==> src/rtl/alarm_ctrl.sv <==
// Alarm controller for the digital clock: holds an editable BCD alarm time and
// runs the ring / snooze / dismiss sequence against the running BCD time.
module alarm_ctrl #(
  parameter logic [7:0] DEFAULT_HRS    = 8'h07,
  parameter logic [7:0] DEFAULT_MIN    = 8'h00,
  parameter int         RING_SECONDS   = 60,
  parameter int         SNOOZE_SECONDS = 300,
  parameter int         CNT_W          = 10
) (
  input  logic       Clk,
  input  logic       Reset,
  input  logic       Tick_1s,
  input  logic [7:0] Hrs,
  input  logic [7:0] Min,
  input  logic [7:0] Sec,
  input  logic       Alarm_En,
  input  logic       Btn_Mode,
  input  logic       Btn_Inc,
  input  logic       Btn_Snooze,
  output logic [7:0] Alarm_Hrs,
  output logic [7:0] Alarm_Min,
  output logic       Set_Hrs,
  output logic       Set_Min,
  output logic       Ringing,
  output logic       Snoozed,
  output logic       Buzzer
);

  typedef enum logic [2:0] {IDLE, SET_HR, SET_MIN, RINGING, SNOOZE} state_e;

  state_e             state_q, state_d;
  logic [7:0]         alarm_hrs_q, alarm_hrs_d;
  logic [7:0]         alarm_min_q, alarm_min_d;
  logic [CNT_W-1:0]   ring_cnt_q, ring_cnt_d;
  logic [CNT_W-1:0]   snooze_cnt_q, snooze_cnt_d;
  logic               buzzer_q, buzzer_d;
  logic               match, match_q, trigger;

  localparam logic [CNT_W-1:0] RING_LAST   = CNT_W'(RING_SECONDS - 1);
  localparam logic [CNT_W-1:0] SNOOZE_LAST = CNT_W'(SNOOZE_SECONDS - 1);

  function automatic logic [7:0] bcd_inc(input logic [7:0] v, input logic [7:0] max_v);
    if (v == max_v)            return 8'h00;
    else if (v[3:0] == 4'h9)   return {v[7:4] + 4'h1, 4'h0};
    else                       return {v[7:4], v[3:0] + 4'h1};
  endfunction

  // A held match (Sec stays 00 for a whole second) fires only on its first cycle.
  assign match   = Alarm_En && (Hrs == alarm_hrs_q) && (Min == alarm_min_q) && (Sec == 8'h00);
  assign trigger = match && !match_q;

  // NOTE: sequential state uses non-blocking assignments so every register
  // samples the pre-edge values of the others.
  always_ff @(posedge Clk) begin
    if (Reset) begin
      state_q      <= IDLE;
      alarm_hrs_q  <= DEFAULT_HRS;
      alarm_min_q  <= DEFAULT_MIN;
      ring_cnt_q   <= '0;
      snooze_cnt_q <= '0;
      buzzer_q     <= 1'b0;
      match_q      <= 1'b0;
    end else begin
      state_q      <= state_d;
      alarm_hrs_q  <= alarm_hrs_d;
      alarm_min_q  <= alarm_min_d;
      ring_cnt_q   <= ring_cnt_d;
      snooze_cnt_q <= snooze_cnt_d;
      buzzer_q     <= buzzer_d;
      match_q      <= match;
    end
  end

  // NOTE: every next-state signal gets a hold default first, so no path
  // through the case leaves one unassigned and no latch is inferred.
  always_comb begin
    state_d      = state_q;
    alarm_hrs_d  = alarm_hrs_q;
    alarm_min_d  = alarm_min_q;
    ring_cnt_d   = ring_cnt_q;
    snooze_cnt_d = snooze_cnt_q;
    buzzer_d     = buzzer_q;
    unique case (state_q)
      IDLE: begin
        if (Btn_Mode) begin
          state_d = SET_HR;
        end else if (trigger) begin
          state_d    = RINGING;
          ring_cnt_d = '0;
          buzzer_d   = 1'b0;
        end
      end
      SET_HR: begin
        if (Btn_Mode)      state_d     = SET_MIN;
        else if (Btn_Inc)  alarm_hrs_d = bcd_inc(alarm_hrs_q, 8'h23);
      end
      SET_MIN: begin
        if (Btn_Mode)      state_d     = IDLE;
        else if (Btn_Inc)  alarm_min_d = bcd_inc(alarm_min_q, 8'h59);
      end
      RINGING: begin
        if (!Alarm_En || Btn_Mode) begin
          state_d = IDLE;
        end else if (Btn_Snooze) begin
          state_d      = SNOOZE;
          snooze_cnt_d = '0;
        end else if (Tick_1s) begin
          if (ring_cnt_q == RING_LAST) begin
            state_d = IDLE;
          end else begin
            ring_cnt_d = ring_cnt_q + 1'b1;
            buzzer_d   = !buzzer_q;
          end
        end
      end
      SNOOZE: begin
        if (!Alarm_En || Btn_Mode) begin
          state_d = IDLE;
        end else if (Tick_1s) begin
          if (snooze_cnt_q == SNOOZE_LAST) begin
            state_d    = RINGING;
            ring_cnt_d = '0;
          end else begin
            snooze_cnt_d = snooze_cnt_q + 1'b1;
          end
        end
      end
      default: state_d = IDLE;
    endcase
    // Every ring starts silent, and the buzzer never sounds outside RINGING.
    if (state_d != RINGING || state_q != RINGING) buzzer_d = 1'b0;
  end

  always_comb begin
    Set_Hrs   = (state_q == SET_HR);
    Set_Min   = (state_q == SET_MIN);
    Ringing   = (state_q == RINGING);
    Snoozed   = (state_q == SNOOZE);
    Buzzer    = buzzer_q;
    Alarm_Hrs = alarm_hrs_q;
    Alarm_Min = alarm_min_q;
  end

endmodule

==> config.mk <==
export PLATFORM = sky130hd
export DESIGN_NAME = alarm_ctrl
export DESIGN_NICKNAME = d
export VERILOG_FILES = /design/src/rtl/alarm_ctrl.sv
export SDC_FILE = /design/constraint.sdc
export NUM_CORES = 1
export LEC_CHECK = 0
export CELL_PAD_IN_SITES_DETAIL_PLACEMENT = 0
export CELL_PAD_IN_SITES_GLOBAL_PLACEMENT = 2
export CORE_ASPECT_RATIO = 0.7
export CORE_MARGIN = 2
export CORE_UTILIZATION = 30
export DETAILED_ROUTE_END_ITERATION = 10
export PLACE_DENSITY = 0.8
export REMOVE_ABC_BUFFERS = 1
export SLEW_MARGIN = 20
export SYNTH_ARGS = -nofsm -noshare
export SYNTH_HDL_FRONTEND = slang
export SYNTH_SLANG_ARGS = --single-unit
==> constraint.sdc <==
create_clock -name Clk -period 2.3 [get_ports Clk]
set_clock_uncertainty 0.05 [all_clocks]
set_input_delay 0.46 -clock Clk [delete_from_list [all_inputs] [get_ports Clk]]
set_output_delay 0.46 -clock Clk [all_outputs]
set_load 0.05 [all_outputs]
==> results of run 1 <==
## state kept, by name (all words and copies together), names as in the netlist
name / flops
match_q: 1
ring_cnt_q: 10
Alarm_Min: 8
Buzzer: 1
Alarm_Hrs: 8
snooze_cnt_q: 10
state_q: 3
## worst paths after layout
| kind | from | to | slack [ps] |
|---|---|---|---|
| worst max-delay path | Btn_Mode | ring_cnt_q[9]$_SDFFE_PP0P_ | 130 |
| worst min-delay path | ring_cnt_q[9]$_SDFFE_PP0P_ | ring_cnt_q[9]$_SDFFE_PP0P_ | 450 |
| worst max register to register | ring_cnt_q[2]$_SDFFE_PP0P_ | ring_cnt_q[9]$_SDFFE_PP0P_ | 190 |
| worst min register to register | ring_cnt_q[9]$_SDFFE_PP0P_ | ring_cnt_q[9]$_SDFFE_PP0P_ | 450 |
## cells in the mapped netlist, types with 2 or more instances
library cell / number
nor2b_1: 2
o21a_1: 3
and3b_1: 2
a21oi_1: 18
clkbuf_1: 7
o21ai_0: 11
or3b_1: 3
a211oi_1: 2
a311oi_1: 7
a2bb2oi_1: 2
and3_1: 6
nand2b_1: 5
nor4_1: 7
ha_1: 10
o31ai_1: 2
a31oi_1: 2
xnor2_1: 2
nand4b_1: 3
nand3b_1: 5
buf_4: 2
a31o_2: 2
nor3b_1: 3
nor3_2: 3
inv_1: 10
and2_1: 3
mux2i_1: 3
nor2_1: 29
nand3_1: 10
a211o_1: 2
nor3_1: 13
nand4_1: 10
dfxtp_1: 41
or3_1: 4
xor2_1: 26
nand2_1: 21
## worst reg2reg max path: cells and delay by family (launching register included)
kind / cells / cell delay [ps]
AOI/OAI and AO/OA: 3 / 530
buffers and inverters: 1 / 160
DFF: 1 / 370
and+or+nand+nor: 3 / 910
## per-layer routing
metal	global-route usage [%]	routed length, µm	vias up
li1	-	-	1260
met1	23.3	3660	1106
met2	21.9	2820	30
met3	3.70	241	5
met4	5.12	74	0
met5	0	0	-
## power groups by stage
stage	combinational (µW)	sequential (µW)	clock, µW
global route	260	733	758
detailed placement	227	747	0
CTS	228	731	727
floorplan	78.4	758	0
finish	241	731	702
global placement	226	747	0
## stage by stage
step           worst slack (ps)  utilization (%)  instances  hold WS [ps]  area, µm²
2_1_floorplan             -20.5                -        290           394       2440
5_1_grt                    2.18             45.0        481           455       3590
3_3_place_gp               -254             42.1        472           414       3360
6_report                    127             45.0        481           447       3590
3_5_place_dp               -285             42.1        472           431       3360
4_1_cts                    4.36             44.0        480           442       3510
## what timing repair did
action,in CTS,in global routing
hold buffers,0,0
pin swaps,0,5
hold endpoints to repair,0,0
setup endpoints to repair,1,11
cloned,0,1
setup buffers,1,0
gates resized for setup,0,13
## cell type report
class                      instances  area [µm²]  area share [%]
clock buffer                       7         143            3.97
tap                              101         126            3.52
inverter                          11        41.3            1.15
multi-input combinational        238        1630            45.3
timing repair buffer              83         831            23.1
sequential                        41         821            22.9
## cell families (layout without fill, tap and decap cells)
group	Yosys count	after routing
multiplexers	3	3
XOR/XNOR	28	28
buffers and inverters	22	101
AND/OR/NAND/NOR	138	138
flip-flops	41	41
AO/OA/AOI/OAI	59	59
adder cells (fa/ha/maj)	10	10
==> flow_summary.ini, run 1 <==
[worst_setup_path]
cpLargestDelayFamily = compound AO/OA/AOI/OAI gates
critPathArrivalTime_ps = 2310
critical_path.slowest_cell = clkdlybuf4s50_1
worst-setup-path-type = in2reg
reg2regPathDepth = 7
timing.critical_path.buf_inv = 2
count_of_cell_instances_traversed_by_the_critical_path = 8
max_stage_delay_ps = 470
required_ps = 2440
crit_path_max_fanout = 5
worst_setup_path_end_kind = register
path_cells = clkdlybuf4s50_1 -> or3b_1 -> a21oi_2 -> a31oi_1 -> and3_1 -> o21a_2 -> clkbuf_16 -> a311oi_1
category_of_the_worst_setup_path_launch_point = input port

[synthesis]
yosysWarnings = 0
ys_async_sr_fraction_pct = 0
synthCells = 301
synthFlopType = dfxtp_1
ys_types = 55
synth_seq_cells = 41
synthXorXnorAreaFrac_pct = 9.80
synth_top_area_cell = dfxtp_1
synth.top_cells.by_area = dfxtp_1 33%, xor2_1 9.1%, ha_1 5.0%
synth.area.mux_share_pct = 1.20
synth.cell_area_um2 = 2500
number_of_flops_mapped_to_enable_cells_by_yosys = 0
synth_sequential_area_ratio_pct = 32.8
compound_cell_area_share_of_the_yosys_netlist_pct = 16.1
main_combinational_cell_family_by_area_after_synthesis = simple AND/OR/NAND/NOR gates
adder_cell_share_of_the_synthesized_area_pct = 5.00
synth_top_cell_area_share_pct = 32.8
synthesized_area_fraction_occupied_by_and_or_nand_nor_cells_pct = 31.2
syn_area_per_cell_um2 = 8.31

[sta]
setup_viol_count_final = 0
max_freq_ghz = 0.460
tightestPinTransition_ps = 523
timing.final.crit_share_pct = 94.5
timing.final.hold_violations = 0
period_needed_ps = 2170
setup-tns-final_ps = 0
worst_case_headroom_to_the_max_slew_limit_pct = 65.0
grt_setup_unrepaired = no
max_slew_violation_count = 0

[route]
dr.pass1.iters = 7
routed-via-count = 2401
detailedRoute.firstIterationViolations = 130
post-route-drc-count = 1
drt_wl_cell_um = 14.1
ant_nets = 0
post_drt_via_cell_ratio = 4.99
routed_wl_um = 6800

[power]
relative_contribution_of_combinational_cells_to_total_power_pct = 14.4
design_power_total_uw = 1670
power.sequential.fraction_pct = 43.7
p_per_area_nw_per_um2 = 466
internal-power_uw = 1270
clock_power_share_pct = 41.9
vdd.ir_drop.worst_uv = 206
switching_share_pct = 23.9
power_leakage_uw = 0.00136
p_switching_uw = 400

[die]
floorplan_die_area_um2 = 9100
coreArea_um2 = 7970
floorplan.die.width_um = 113
die-height_um = 80.4
floorplan.initialDensity_pct = 31.4
fp-row-count = 27
ioPinCount = 52

[clock_network]
ctsHtreeMaxLevel = 2
cts.clk_slew.worst_paths_ps = 60
insertion_delay_ps = 280
clock_sink_count = 41
cts_made_buffers = 5
cts.root.buffer_cell = clkbuf_16
clock_tree.buffer_depth = 2
cts_tree = yes

[finish]
mostFrequentLayoutCell = clkdlybuf4s50_1
final_cell_mix = 43 x clkdlybuf4s50_1, 41 x dfxtp_1, 30 x buf_4
areaGrowthSynthToFinish_pct = 43.4
fill_cells = 802
diodes = 0
final_net_count = 421
post_route_cells_drive_above_1_share_pct = 16.1

[global_routing]
grt_start_max_net_pins = 14
first_global_vias = 2293
grt_first_pass_wirelength_um = 11300
grt-ovfl-total = 0
grt_antenna_before_repair = 0
grtUsageTotal_pct = 15.7

[run_status]
outcome = complete, but fails checks
failed_checks = DRC

[placement]
io_buffer_count = 51
detailedPlacementHpwl_um = 5170
gp_congestion = 0.762

[run]
drv.max_cap_violation_count = 0

[worst_hold_path]
hold_path_class = reg2reg
hold-path-cell-count = 1
(Power assumes the default switching activity.)
==> run 2: changes to the inputs <==
--- a/config.mk
+++ b/config.mk
@@ -5,10 +5,11 @@
 export SDC_FILE = /design/constraint.sdc
 export NUM_CORES = 1
 export LEC_CHECK = 0
+export CAP_MARGIN = 5
 export CELL_PAD_IN_SITES_DETAIL_PLACEMENT = 0
 export CELL_PAD_IN_SITES_GLOBAL_PLACEMENT = 2
 export CORE_ASPECT_RATIO = 0.7
-export CORE_MARGIN = 2
+export CORE_MARGIN = 4
 export CORE_UTILIZATION = 30
 export DETAILED_ROUTE_END_ITERATION = 10
 export PLACE_DENSITY = 0.8
==> run 2 against run 1 <==
Compared with the run above:
- the flow now finishes without violations
- sequential power about the same
- clock-buffer cell count unchanged
- first-iteration DRC count up 19%
- clock power up 0.7%
- global-route usage down 1.1 points
- largest power group unchanged
==> flow_summary.ini, run 2 (synthesis results as in run 1) <==
[finish]
area.sequential_um2 = 821
reg_top3 = ring_cnt_q x10, snooze_cnt_q x10
mostFrequentLayoutCell = clkdlybuf4s50_1
diodes = 0
post_route_cells_drive_above_1_share_pct = 15.3
fill_cells = 792
final_net_count = 419
final_design_area_no_fill_um2 = 3590
areaGrowthSynthToFinish_pct = 43.3
final_cell_mix = 43 x clkdlybuf4s50_1, 41 x dfxtp_1, 29 x nor2_1
area_taken_by_multi_input_logic_gates_um2 = 1620

[die]
die-height_um = 84.4
floorplan.die.width_um = 117
fp-row-count = 27
coreArea_um2 = 8010
floorplan.initialDensity_pct = 31.3
floorplan_die_area_um2 = 9890
ioPinCount = 52

[global_routing]
grt_most_used_layer = met1
grt_first_pass_wirelength_um = 11600
globalRouteMet2Util_pct = 20.1
grt-ovfl-total = 0
grtUsageMet3_pct = 3.31
use_met1_pct = 22.4
first_global_vias = 2385
grtUsageTotal_pct = 14.6
grt_antenna_before_repair = 0
grt_start_max_net_pins = 33

[worst_setup_path]
r2r_start = snooze_cnt_q[3]$_SDFFE_PP0P_
worst-r2r-setup-slack_ps = 240
critPathArrivalTime_ps = 2340
crit_path_max_fanout = 5
critical_path.slowest_cell = clkdlybuf4s50_1
category_of_the_worst_setup_path_launch_point = input port
max_stage_delay_ps = 510
path_cells = clkdlybuf4s50_1 -> or3b_1 -> a21oi_2 -> a31oi_1 -> and3_1 -> o21a_2 -> clkbuf_16 -> a311oi_1
worst_setup_path_end_kind = register
required_ps = 2440
reg2regPathDepth = 7
worstReg2RegEnd = ring_cnt_q[9]$_SDFFE_PP0P_
worst-setup-path-type = in2reg

[sta]
grt_setup_unrepaired = yes
worst_case_headroom_to_the_max_slew_limit_pct = 66.1
setup_viol_count_final = 0
timing.final.crit_share_pct = 95.5
tightestPinTransition_ps = 508
finalWorstSetupSlack_ps = 104
max_freq_ghz = 0.455
setup-tns-final_ps = 0
max_slew_violation_count = 0
period_needed_ps = 2200
timing.final.hold_violations = 0

[route]
detailedRoute.firstIterationViolations = 155
post_drt_via_cell_ratio = 5.01
routed_wl_um = 6930
ant_nets = 0
post-route-drc-count = 0
routed-via-count = 2402
drt_wl_cell_um = 14.5
dr.pass1.iters = 4

[power]
power.sequential.fraction_pct = 43.5
p_per_area_nw_per_um2 = 468
clock_power_share_pct = 42.1
power_leakage_uw = 0.00136
p_switching_uw = 405
relative_contribution_of_combinational_cells_to_total_power_pct = 14.4
internal-power_uw = 1270
switching_share_pct = 24.1
vdd.ir_drop.worst_uv = 300

[placement]
post_dp_cell_area_um2 = 3360
gp_congestion = 0.734
io_buffer_count = 51
detailedPlacementHpwl_um = 5200
place_worst_setup_slack_ps = -293

[clock_network]
cts.clk_slew.worst_paths_ps = 60
cts_tree = yes
cts.root.buffer_cell = clkbuf_16
cts_made_buffers = 5
post_cts_hold_fix_bufs = 0
insertion_delay_ps = 290
clock_sink_count = 41
clock_tree.buffer_depth = 2
ctsHtreeMaxLevel = 2

[worst_hold_path]
hold_path_class = reg2reg
hold-path-cell-count = 1
hold_path_end = ring_cnt_q[9]$_SDFFE_PP0P_
hold_path_startpoint = ring_cnt_q[9]$_SDFFE_PP0P_

[run]
drv.max_cap_violation_count = 0

[run_status]
outcome = complete, no violations
[run 2: worst max-delay path, delay by kind of cell]
kind,cells,cell delay (ps)
AND/OR/NAND/NOR,2,590
buffers and inverters,2,670
AO/OA/AOI/OAI,4,620
[run 2: layout make-up]
| class | instances | share of cell area [%] |
|---|---|---|
| repair buffers | 81 | 23.2 |
| clock buffers | 7 | 3.98 |
| multi-input cells | 238 | 45.3 |
| well taps | 101 | 3.52 |
| flip-flops and latches | 41 | 22.9 |
| inverters | 11 | 1.15 |
[run 2: per-layer routing]
layer | part of all wire, % | vias to the layer above
met3 | 4.3 | 4
li1 | - | 1264
met2 | 42 | 33
met1 | 53 | 1101
met4 | 0.82 | 0
met5 | 0 | -
[run 2: worst max path at each step]
stage                               start  slack (ps)                    endpoint
floorplan           state_q[0]$_SDFF_PP0_         -20   Alarm_Hrs[6]$_SDFFE_PP0P_
global placement                   Sec[1]        -260  ring_cnt_q[1]$_SDFFE_PP0P_
detailed placement               Alarm_En        -290  ring_cnt_q[1]$_SDFFE_PP0P_
CTS                              Alarm_En        0.07  ring_cnt_q[1]$_SDFFE_PP0P_
global route                       Min[0]         -20  ring_cnt_q[1]$_SDFFE_PP0P_
finish                           Btn_Mode         100  ring_cnt_q[9]$_SDFFE_PP0P_
[run 2: power by group through the flow]
stage / Clock, µW / Sequential, µW / Combinational [µW]
2_1_floorplan: 0 / 758 / 78.4
3_3_place_gp: 0 / 746 / 228
3_5_place_dp: 0 / 746 / 227
4_1_cts: 732 / 730 / 228
5_1_grt: 753 / 731 / 263
6_report: 707 / 730 / 242
[run 2: what timing repair did]
| action | CTS | global route |
|---|---|---|
| resized for setup | 0 | 14 |
| setup endpoints to repair | 0 | 12 |
| setup buffers | 0 | 0 |
| hold endpoints to repair | 0 | 0 |
[run 2: stage by stage]
step | utilization, % | power (µW) | hold WS [ps] | std cells
6_report | 44.8 | 1680 | 441 | 479
5_1_grt | 44.8 | 1750 | 468 | 479
4_1_cts | 43.8 | 1690 | 433 | 478
3_5_place_dp | 42.0 | 973 | 425 | 471
3_3_place_gp | 42.0 | 974 | 422 | 471
2_1_floorplan | - | 836 | 394 | 290
